**src/rtl/rca_seq_pkg.sv**
```systemverilog
// ----------------------------------------------------------------------------
// rca_seq_pkg
// Shared definitions for the multi-precision word sequencer:
//   state_t : sequencer state encoding (IDLE, RUN, DONE)
//   idx_w   : width of the word-index register for a given word count
// ----------------------------------------------------------------------------
package rca_seq_pkg;

    typedef enum logic [1:0] {
        IDLE = 2'd0,
        RUN  = 2'd1,
        DONE = 2'd2
    } state_t;

    // Index width is $clog2(words), but never less than one bit so that a
    // single-word build still has a legal index register.
    function automatic int idx_w(input int words);
        int w;
        w = $clog2(words);
        if (w < 1) begin
            w = 1;
        end else begin
            w = w;
        end
        return w;
    endfunction

endpackage

```
**src/rtl/rca_word_add.sv**
```systemverilog
// ----------------------------------------------------------------------------
// rca_word_add
// Combinational SIZE-bit ripple-carry adder built from per-bit full-adder cells.
// Ports:
//   a, b  in  [SIZE-1:0]  addends
//   cin   in  1           carry into bit 0
//   s     out [SIZE-1:0]  sum
//   co    out 1           carry out of bit SIZE-1
// ----------------------------------------------------------------------------
module rca_word_add #(
    parameter int SIZE = 4
) (
    input  logic [SIZE-1:0] a,
    input  logic [SIZE-1:0] b,
    input  logic            cin,
    output logic [SIZE-1:0] s,
    output logic            co
);

    logic [SIZE:0] carry_s;

    assign carry_s[0] = cin;

    // One full-adder cell per bit; carry ripples from bit 0 upwards.
    for (genvar i = 0; i < SIZE; i++) begin : g_fa
        assign s[i]         = a[i] ^ b[i] ^ carry_s[i];
        assign carry_s[i+1] = (a[i] & b[i]) | (carry_s[i] & (a[i] ^ b[i]));
    end

    assign co = carry_s[SIZE];

endmodule

```
**src/rtl/rca_word_sequencer.sv**
```systemverilog
// ----------------------------------------------------------------------------
// rca_word_sequencer
// Adds two SIZE*WORDS-bit operands by running a single SIZE-bit ripple-carry
// word adder WORDS times, least-significant word first, with the inter-word
// carry held in a register. Valid/ready on both sides.
// Ports:
//   clk, rst_n           clock, asynchronous active-low reset
//   in_valid / in_ready  operand handshake (in_ready only in IDLE)
//   a, b  [W-1:0], cin   operands and carry-in, latched on accept
//   sub                  (only with RCA_WORD_SEQ_SUB_EN) 1 = compute a-b
//   out_valid/out_ready  result handshake (out_valid only in DONE)
//   sum [W-1:0], cout    result, held while out_valid=1
//   busy                 1 in RUN or DONE
// Configuration macro: RCA_WORD_SEQ_SUB_EN enables the subtract mode.
// ----------------------------------------------------------------------------
module rca_word_sequencer
    import rca_seq_pkg::*;
#(
    parameter int SIZE  = 4,
    parameter int WORDS = 4
) (
    input  logic                  clk,
    input  logic                  rst_n,
    input  logic                  in_valid,
    output logic                  in_ready,
    input  logic [SIZE*WORDS-1:0] a,
    input  logic [SIZE*WORDS-1:0] b,
    input  logic                  cin,
`ifdef RCA_WORD_SEQ_SUB_EN
    input  logic                  sub,
`endif
    output logic                  out_valid,
    input  logic                  out_ready,
    output logic [SIZE*WORDS-1:0] sum,
    output logic                  cout,
    output logic                  busy
);

    localparam int W  = SIZE * WORDS;
    localparam int IW = idx_w(WORDS);
    localparam logic [IW-1:0] LAST_IDX = IW'(WORDS - 1);

    state_t          state_r;
    logic [W-1:0]    a_r;
    logic [W-1:0]    b_r;
    logic [W-1:0]    sum_r;
    logic            carry_r;
    logic            cout_r;
    logic [IW-1:0]   idx_r;
    logic            in_ready_r;
    logic            out_valid_r;
    logic            busy_r;
`ifdef RCA_WORD_SEQ_SUB_EN
    logic            sub_r;
`endif

    int              base_s;
    logic [SIZE-1:0] a_word_s;
    logic [SIZE-1:0] b_word_s;
    logic [SIZE-1:0] s_word_s;
    logic            co_word_s;

    // Select the current word of each operand; in subtract mode b is inverted
    // so that a + ~b + 1 yields a - b.
    always_comb begin
        base_s   = int'(idx_r) * SIZE;
        a_word_s = a_r[base_s +: SIZE];
`ifdef RCA_WORD_SEQ_SUB_EN
        b_word_s = b_r[base_s +: SIZE] ^ {SIZE{sub_r}};
`else
        b_word_s = b_r[base_s +: SIZE];
`endif
    end

    rca_word_add #(
        .SIZE (SIZE)
    ) u_word_add (
        .a   (a_word_s),
        .b   (b_word_s),
        .cin (carry_r),
        .s   (s_word_s),
        .co  (co_word_s)
    );

    // Sequencer FSM: operand capture, one word per RUN cycle, result hold.
    always_ff @(posedge clk or negedge rst_n) begin
        if (!rst_n) begin
            state_r     <= IDLE;
            a_r         <= '0;
            b_r         <= '0;
            sum_r       <= '0;
            carry_r     <= 1'b0;
            cout_r      <= 1'b0;
            idx_r       <= '0;
            in_ready_r  <= 1'b1;
            out_valid_r <= 1'b0;
            busy_r      <= 1'b0;
`ifdef RCA_WORD_SEQ_SUB_EN
            sub_r       <= 1'b0;
`endif
        end else begin
            case (state_r)
                IDLE: begin
                    if (in_valid && in_ready_r) begin
                        a_r        <= a;
                        b_r        <= b;
                        idx_r      <= '0;
`ifdef RCA_WORD_SEQ_SUB_EN
                        sub_r      <= sub;
                        // Subtraction needs the +1 of two's complement; cin is ignored.
                        carry_r    <= sub ? 1'b1 : cin;
`else
                        carry_r    <= cin;
`endif
                        state_r    <= RUN;
                        in_ready_r <= 1'b0;
                        busy_r     <= 1'b1;
                    end
                end
                RUN: begin
                    // Unwritten words keep their old contents; they are hidden
                    // behind out_valid=0 until the last word lands.
                    sum_r[base_s +: SIZE] <= s_word_s;
                    carry_r               <= co_word_s;
                    if (idx_r == LAST_IDX) begin
                        cout_r      <= co_word_s;
                        state_r     <= DONE;
                        out_valid_r <= 1'b1;
                    end else begin
                        idx_r <= idx_r + 1'b1;
                    end
                end
                DONE: begin
                    if (out_ready) begin
                        state_r     <= IDLE;
                        out_valid_r <= 1'b0;
                        busy_r      <= 1'b0;
                        in_ready_r  <= 1'b1;
                        idx_r       <= '0;
                    end
                end
                default: begin
                    state_r     <= IDLE;
                    out_valid_r <= 1'b0;
                    busy_r      <= 1'b0;
                    in_ready_r  <= 1'b1;
                    idx_r       <= '0;
                end
            endcase
        end
    end

    assign in_ready  = in_ready_r;
    assign out_valid = out_valid_r;
    assign busy      = busy_r;
    assign sum       = sum_r;
    assign cout      = cout_r;

endmodule
```
**config.mk**
```make
export PLATFORM = sky130hd
export DESIGN_NAME = rca_word_sequencer
export DESIGN_NICKNAME = d
export VERILOG_FILES = /design/src/rtl/rca_seq_pkg.sv /design/src/rtl/rca_word_add.sv /design/src/rtl/rca_word_sequencer.sv
export SDC_FILE = /design/constraint.sdc
export NUM_CORES = 1
export LEC_CHECK = 0
export ABC_AREA = 1
export CORE_MARGIN = 4
export CORE_UTILIZATION = 67
export CTS_CLUSTER_DIAMETER = 40
export DETAILED_ROUTE_END_ITERATION = 16
export DONT_BUFFER_PORTS = 1
export HOLD_SLACK_MARGIN = 0.12
export PLACE_DENSITY_LB_ADDON = 0.1
export SYNTH_ARGS = -nofsm -noshare
export SYNTH_HDL_FRONTEND = slang
export SYNTH_SLANG_ARGS = --single-unit
```
**constraint.sdc**
```tcl
create_clock -name clk -period 7.7 [get_ports clk]
set_input_delay 2.31 -clock clk [delete_from_list [all_inputs] [get_ports clk]]
set_output_delay 2.31 -clock clk [all_outputs]
set_load 0.01 [all_outputs]
```
==> flow_metrics.env <==
export IMPL_cts_resized=0
export IMPL_ir_drop_uv=241.6
export IMPL_cp_data_arrival_time_ns=3.55
export IMPL_min_period_ns=3.309
export IMPL_io_pins=57
export IMPL_yosysWarnings=0
export IMPL_clk_latency_ns=0.33
export IMPL_synth_top_area_frac=0.5131
export IMPL_finalHoldViolCount=0
export IMPL_tns_ns=0
export IMPL_grt_overflow_total=0
export IMPL_fin_nets=372
export IMPL_antenna_found_initial=0
export IMPL_cts_root_buf="clkbuf_8"
export IMPL_vias=2068
export IMPL_setup_viol=0
export IMPL_critPathCaptureType="register"
export IMPL_rows=22
export IMPL_cts_setup_buffers=0
export IMPL_max_freq_ghz=0.3022
export IMPL_maxSlewViolCount=0
export IMPL_track_usage=0.2287
export IMPL_grt_max_degree=69
export IMPL_r2r_setup_slack_ns=4.39
export IMPL_cts_tree="built"
export IMPL_place_area_um2=2728
export IMPL_gp_congestion=0.7882
export IMPL_maxCapViolCount=0
export IMPL_max_clock_path_buffers=2
export IMPL_finClkSkew_ns=0.006946
export IMPL_drtIter0Drc=207
export IMPL_wl_per_cell_um=14.00
export IMPL_hold_depth=2
export IMPL_path_clk_slew_ns=0.06
export IMPL_power_switching_w=0.0005179
export IMPL_die_h_um=71.85
export IMPL_syn_area_per_cell_um2=8.404
export IMPL_grt_first_pass_wirelength_mm=9.032
export IMPL_worstRegToRegCells=11
export IMPL_syn_instance_count=325
export IMPL_initial_core_util=0.7190
export IMPL_synth_area_leader_cell="dfrtp_1"
export IMPL_wirelength_mm=5.292
export IMPL_fin_area_um2=2908
export IMPL_min_delay_path_class="register to register"
export IMPL_critPathKind="register to register"
export IMPL_h_tree_depth=3
export IMPL_ant_nets=0
export IMPL_num_antenna_cells=0
export IMPL_ys_ff_latch=57
export IMPL_die_x_um=71.85
export IMPL_dp_hpwl_mm=3.801
export IMPL_avgViaCountPerCell=5.471
export IMPL_grt_setup_unrepaired="false"
export IMPL_synth_area_leaders="dfrtp_1 51%, nand2_1 12%, o21ai_0 7.7%"
export IMPL_syn_to_final_growth_pct=6.459
export IMPL_grt_pass1_vias=2024
export IMPL_maxSlewHeadroom=0.4716
export IMPL_internal_power_w=0.0007374
export IMPL_seq_power_share=0.437
export IMPL_syn_nets=372
export IMPL_crit_required_ns=7.94
export IMPL_final_common_cell="nand2_1"
export IMPL_worst_pin_slew_ns=0.7925
export IMPL_cts_hold_buf=0
export IMPL_p_sw_frac=0.4126
export IMPL_drc_errors=0
export IMPL_layout_common_cells="89 x nand2_1, 56 x dfrtp_1, 45 x inv_1"
export IMPL_coreArea_um2=3799
export IMPL_fin_crit_sh=0.4298
export IMPL_critPathMaxFanout=27
export IMPL_cts_buffers=9
export IMPL_powerDensity_nw_per_um2=431.7
export IMPL_first_pass_iters=4
export IMPL_cp_start_kind="register"
export IMPL_die_area_um2=5162
export IMPL_power_leakage_nw=1.542
export IMPL_drive_gt1_frac=0.06970
export IMPL_yosysSeqAreaShare=0.5227
export IMPL_status="finished clean"
export IMPL_p_clk_frac=0.200
export IMPL_yosysUniqueCellTypes=23
export IMPL_port_buffers=0
export IMPL_cts_sinks=57
export IMPL_combPwrFrac=0.364
export IMPL_syn_area_um2=2731
==> layer usage <==
layer / routed length (µm) / up-vias / GRT usage
li1: - / 1036 / -
met2: 2600 / 72 / 0.3541
met4: 61 / 0 / 0.1086
met1: 2254 / 952 / 0.2857
met5: 0 / - / 0
met3: 375 / 8 / 0.08275
==> registers in the layout, indices dropped and copies added, names as in the netlist <==
register,count
a_r,16
b_r,16
busy,1
carry_r,1
cout,1
idx_r,2
in_ready,1
out_valid,1
state_r,2
sum,16
==> metrics by stage <==
stage,total power (W),setup WS [ns],std cells,utilization,hold slack [ns]
after global placement,0.0009886,4.490,362,0.7181,0.4682
after global routing,0.001376,4.148,378,0.7655,0.5173
after detailed placement,0.001010,4.405,362,0.7181,0.4756
final,0.001255,4.391,378,0.7655,0.4851
after CTS,0.001259,4.403,378,0.7655,0.4896
after floorplan,0.0008959,4.778,325,-,0.4478
==> final cells by class <==
class / instances / area [µm²]
clock buffer: 16 / 180.2
multi-input combinational: 208 / 1052
timing repair buffer: 1 / 7.507
sequential: 57 / 1428
tap: 48 / 60.06
inverter: 48 / 180.2
fill: 270 / 890.9
==> power groups by stage <==
stage | logic, W | registers [W] | clock network (W)
2_1_floorplan | 0.000389 | 0.000507 | 0
3_3_place_gp | 0.000440 | 0.000549 | 0
3_5_place_dp | 0.000457 | 0.000553 | 0
4_1_cts | 0.000457 | 0.000549 | 0.000253
5_1_grt | 0.000540 | 0.000565 | 0.000271
6_report | 0.000457 | 0.000548 | 0.000250
==> worst max-delay path: stages (launching register included) <==
cell     delay (ns)
dfrtp_1        0.86
inv_2          0.32
o21ai_0        0.24
o22ai_1        0.12
fa_1           0.39
inv_1          0.08
fa_1           0.18
fa_1           0.16
inv_1          0.05
fa_1           0.53
nand3_1        0.10
o21ai_0        0.21
==> synthesized netlist by cell type <==
cell type  count
nand2_2        1
nor3_1         1
dfrtp_1       56
o21ai_0       42
inv_2          1
inv_1         45
dfstp_2        1
buf_6          2
nand3_2        1
nand4_1        1
nor2_1        12
clkinv_1       2
o21ai_2        5
nand3_1       26
fa_1           4
nand2_1       89
nor2_2         1
buf_2          6
buf_4          1
o22ai_1        4
o21ai_1       15
clkbuf_1       3
ha_1           6
==> path summary, 6_finish.rpt <==
check | from | end
worst min register to register | a_r[7]$_DFFE_PN0P_ | a_r[7]$_DFFE_PN0P_
max in group asynchronous | rst_n | in_ready$_DFFE_PN1P_
min in group asynchronous | rst_n | sum[1]$_DFFE_PN0P_
worst min-delay path | a_r[7]$_DFFE_PN0P_ | a_r[7]$_DFFE_PN0P_
worst max register to register | idx_r[0]$_DFFE_PN0P_ | sum[15]$_DFFE_PN0P_
worst max-delay path | idx_r[0]$_DFFE_PN0P_ | sum[15]$_DFFE_PN0P_
==> cell families (layout without fill, tap and decap cells) <==
| kind of cell | count (synthesis) | count (layout) | synth area share |
|---|---|---|---|
| compound gates | 66 | 66 | 0.1296 |
| fa+ha+maj | 10 | 10 | 0.05680 |
| buf+inv | 60 | 65 | 0.09207 |
| flops | 57 | 57 | 0.5227 |
| simple gates | 132 | 132 | 0.1988 |
Note: power is estimated with default switching activity, not from simulation.
==> variant: new RTL, config.mk and constraints unchanged <==
`SIZE` is set to 4 in 2 places; all go to 8.
--- a/src/rtl/rca_word_add.sv
+++ b/src/rtl/rca_word_add.sv
@@ -8,7 +8,7 @@
 //   co    out 1           carry out of bit SIZE-1
 // ----------------------------------------------------------------------------
 module rca_word_add #(
-    parameter int SIZE = 4
+    parameter int SIZE = 8
 ) (
     input  logic [SIZE-1:0] a,
     input  logic [SIZE-1:0] b,
--- a/src/rtl/rca_word_sequencer.sv
+++ b/src/rtl/rca_word_sequencer.sv
@@ -16,7 +16,7 @@
 module rca_word_sequencer
     import rca_seq_pkg::*;
 #(
-    parameter int SIZE  = 4,
+    parameter int SIZE  = 8,
     parameter int WORDS = 4
 ) (
     input  logic                  clk,
Ports: changed (resized a, b and sum); port bits go from 57 to 105. No check against the original RTL was run, so the function may have changed too.
==> variant against the original RTL <==
Fmax decreased by 34%. Setup slack got worse by 1700 ps. Sequential cell count up 48. Wire length is 110% higher. Power rose by 110%. Core utilization fell by 5.5 points. Area after synthesis increased by 81%. Final area rose by 76%. Via count grew 91%. Largest cell class unchanged.
==> variant: results (changes against the original RTL) <==
[synth]
yosysUniqueCellTypes = 22  ; -4.3%
ys_warn_count = 0  ; unchanged
synth.area.top_cells = dfrtp_1 53%, nand2_1 18%, nand3_1 12%, o21ai_0 3.3%, fa_1 3.2%
async_flop_share_pct = 100  ; unchanged
syn_nets = 684  ; +84%
synth_common_cells = 244 x nand2_1, 119 x nand3_1, 104 x dfrtp_1
ys_seq_area_share_pct = 53.1  ; +0.83 points

[detailed_routing]
drt-met1-wl_um = 4600  ; +100%
wl_met2_um = 5420  ; +110%
met3_length_um = 709  ; +89%
drt_iter0_drc = 259  ; +25%
viasPerCell = 5.79  ; +5.9%
top_layer = met4
drc = 0  ; unchanged
firstDrtPassIters = 5  ; +1
drt-wirelength-per-cell_um = 16.0  ; +14%

[clock_network]
cts-buffers-inserted = 9  ; unchanged
cts-resized-gates = 0  ; unchanged
clkTransAtPathRegs_ps = 100  ; +40 ps
cts_root_buf = clkbuf_8
h-tree-depth = 3  ; unchanged
cts_setup_buffers = 0  ; unchanged
clock_latency_ps = 370  ; +40 ps
clockBufferDepth = 2  ; unchanged

[sta]
clock_skew_ps = 10.6  ; +3.65 ps
timing.hold.ws_ps = 481  ; -3.68 ps
worst_pin_slew_ps = 1210  ; +416 ps
max_freq_mhz = 200  ; -34%

[worst_setup_path]
crit_fanout = 21  ; -22%
reg2reg_depth = 16  ; +5
crit_arrival_ps = 5250  ; +1700 ps
reg2reg_slack_ps = 2690  ; -1700 ps
r2r_start = idx_r[1]
r2r_end = sum[15]

[power_and_ir_drop]
power_leakage_nw = 2.64  ; +71%
intPower_mw = 1.37  ; +86%
peakVddDrop_v = 0.000214  ; -12%

[min_path]
min_from = a_r[21]
hold_end = a_r[21]
holdPathStages = 2  ; unchanged
hold_class = reg -> reg

[placement]
gp_congestion = 0.858  ; +8.8%
port_buffers = 0  ; unchanged
hpwl_um = 7720  ; +100%

[final_layout]
layout-drive-gt1-share_pct = 4.12  ; -2.9 points
layout.nets = 662  ; +78%
n_antenna_cell = 0  ; unchanged
n_fill_cell = 584  ; +120%

[global_routing]
grt_max_degree = 106  ; +54%
grt_pass1_vias = 3785  ; +87%
antenna_found_initial = 0  ; unchanged
grt_use_total_pct = 26.0  ; +3.1 points
grt_pass1_wl_um = 18100  ; +100%

[outcome]
status = complete, no violations

==> variant: cell type report <==
class	instances	share of cell area (%)
tap	99	2.42
sequential	105	51.3
clock inverter	4	1.05
clock buffer	11	2.76
multi-input combinational	440	40.4
timing repair buffer	2	0.537
inverter	21	1.54
==> variant: kinds of logic (layout without fill, tap and decap cells) <==
logic type | after synthesis | after routing | synth area share, %
buffers and inverters | 56 | 38 | 5.21
adders and majority gates | 14 | 14 | 4.75
DFF | 105 | 105 | 53.1
AOI/OAI and AO/OA | 46 | 46 | 4.75
and+or+nand+nor | 380 | 380 | 32.2
==> variant: worst max path at each step <==
stage / startpoint / to / slack [ps] / cells after the start
after detailed placement: idx_r[1] / sum[15] / 2700 / 16
after floorplan: idx_r[1] / sum[15] / 3330 / 18
after global placement: idx_r[1] / sum[15] / 2920 / 16
final: idx_r[1] / sum[15] / 2690 / 16
after CTS: idx_r[1] / sum[15] / 2680 / 16
after global routing: idx_r[1] / sum[31] / 2440 / 16
==> variant: worst max-delay path, cell delays in order (launching register included) <==
cell and delay [ps]:
dfrtp_1 750, inv_1 450, nand3_1 200, nand2_1 90, fa_1 420, fa_1 400
fa_1 400, fa_1 390, fa_1 370, inv_1 80, fa_1 160, inv_1 50
fa_1 360, inv_1 80, fa_1 460, nand3_1 130, o21ai_0 110
==> variant: power groups by stage <==
stage          sequential, mW  combinational, mW  clock [mW]
2_1_floorplan           0.954               1.03           0
3_3_place_gp             1.02               1.22           0
3_5_place_dp             1.02               1.28           0
4_1_cts                  1.02               1.28       0.343
5_1_grt                  1.04               1.49       0.364
6_report                 1.01               1.29       0.342
==> variant: through the flow <==
| stage | power, mW | cells | util (%) | cell area [um2] |
|---|---|---|---|---|
| CTS | 2.64 | 681 | 70.8 | 5110 |
| global placement | 2.23 | 666 | 68.1 | 4910 |
| global route | 2.90 | 682 | 71.1 | 5130 |
| detailed placement | 2.30 | 666 | 68.1 | 4910 |
| finish | 2.65 | 682 | 71.1 | 5130 |
| floorplan | 1.98 | 601 | - | 4950 |
==> variant: routing by layer <==
| metal | vias up | GRT usage (%) |
|---|---|---|
| met5 | - | 0 |
| met2 | 128 | 41.8 |
| met3 | 20 | 5.29 |
| met1 | 1908 | 35.5 |
| li1 | 1896 | - |
| met4 | 0 | 8.90 |
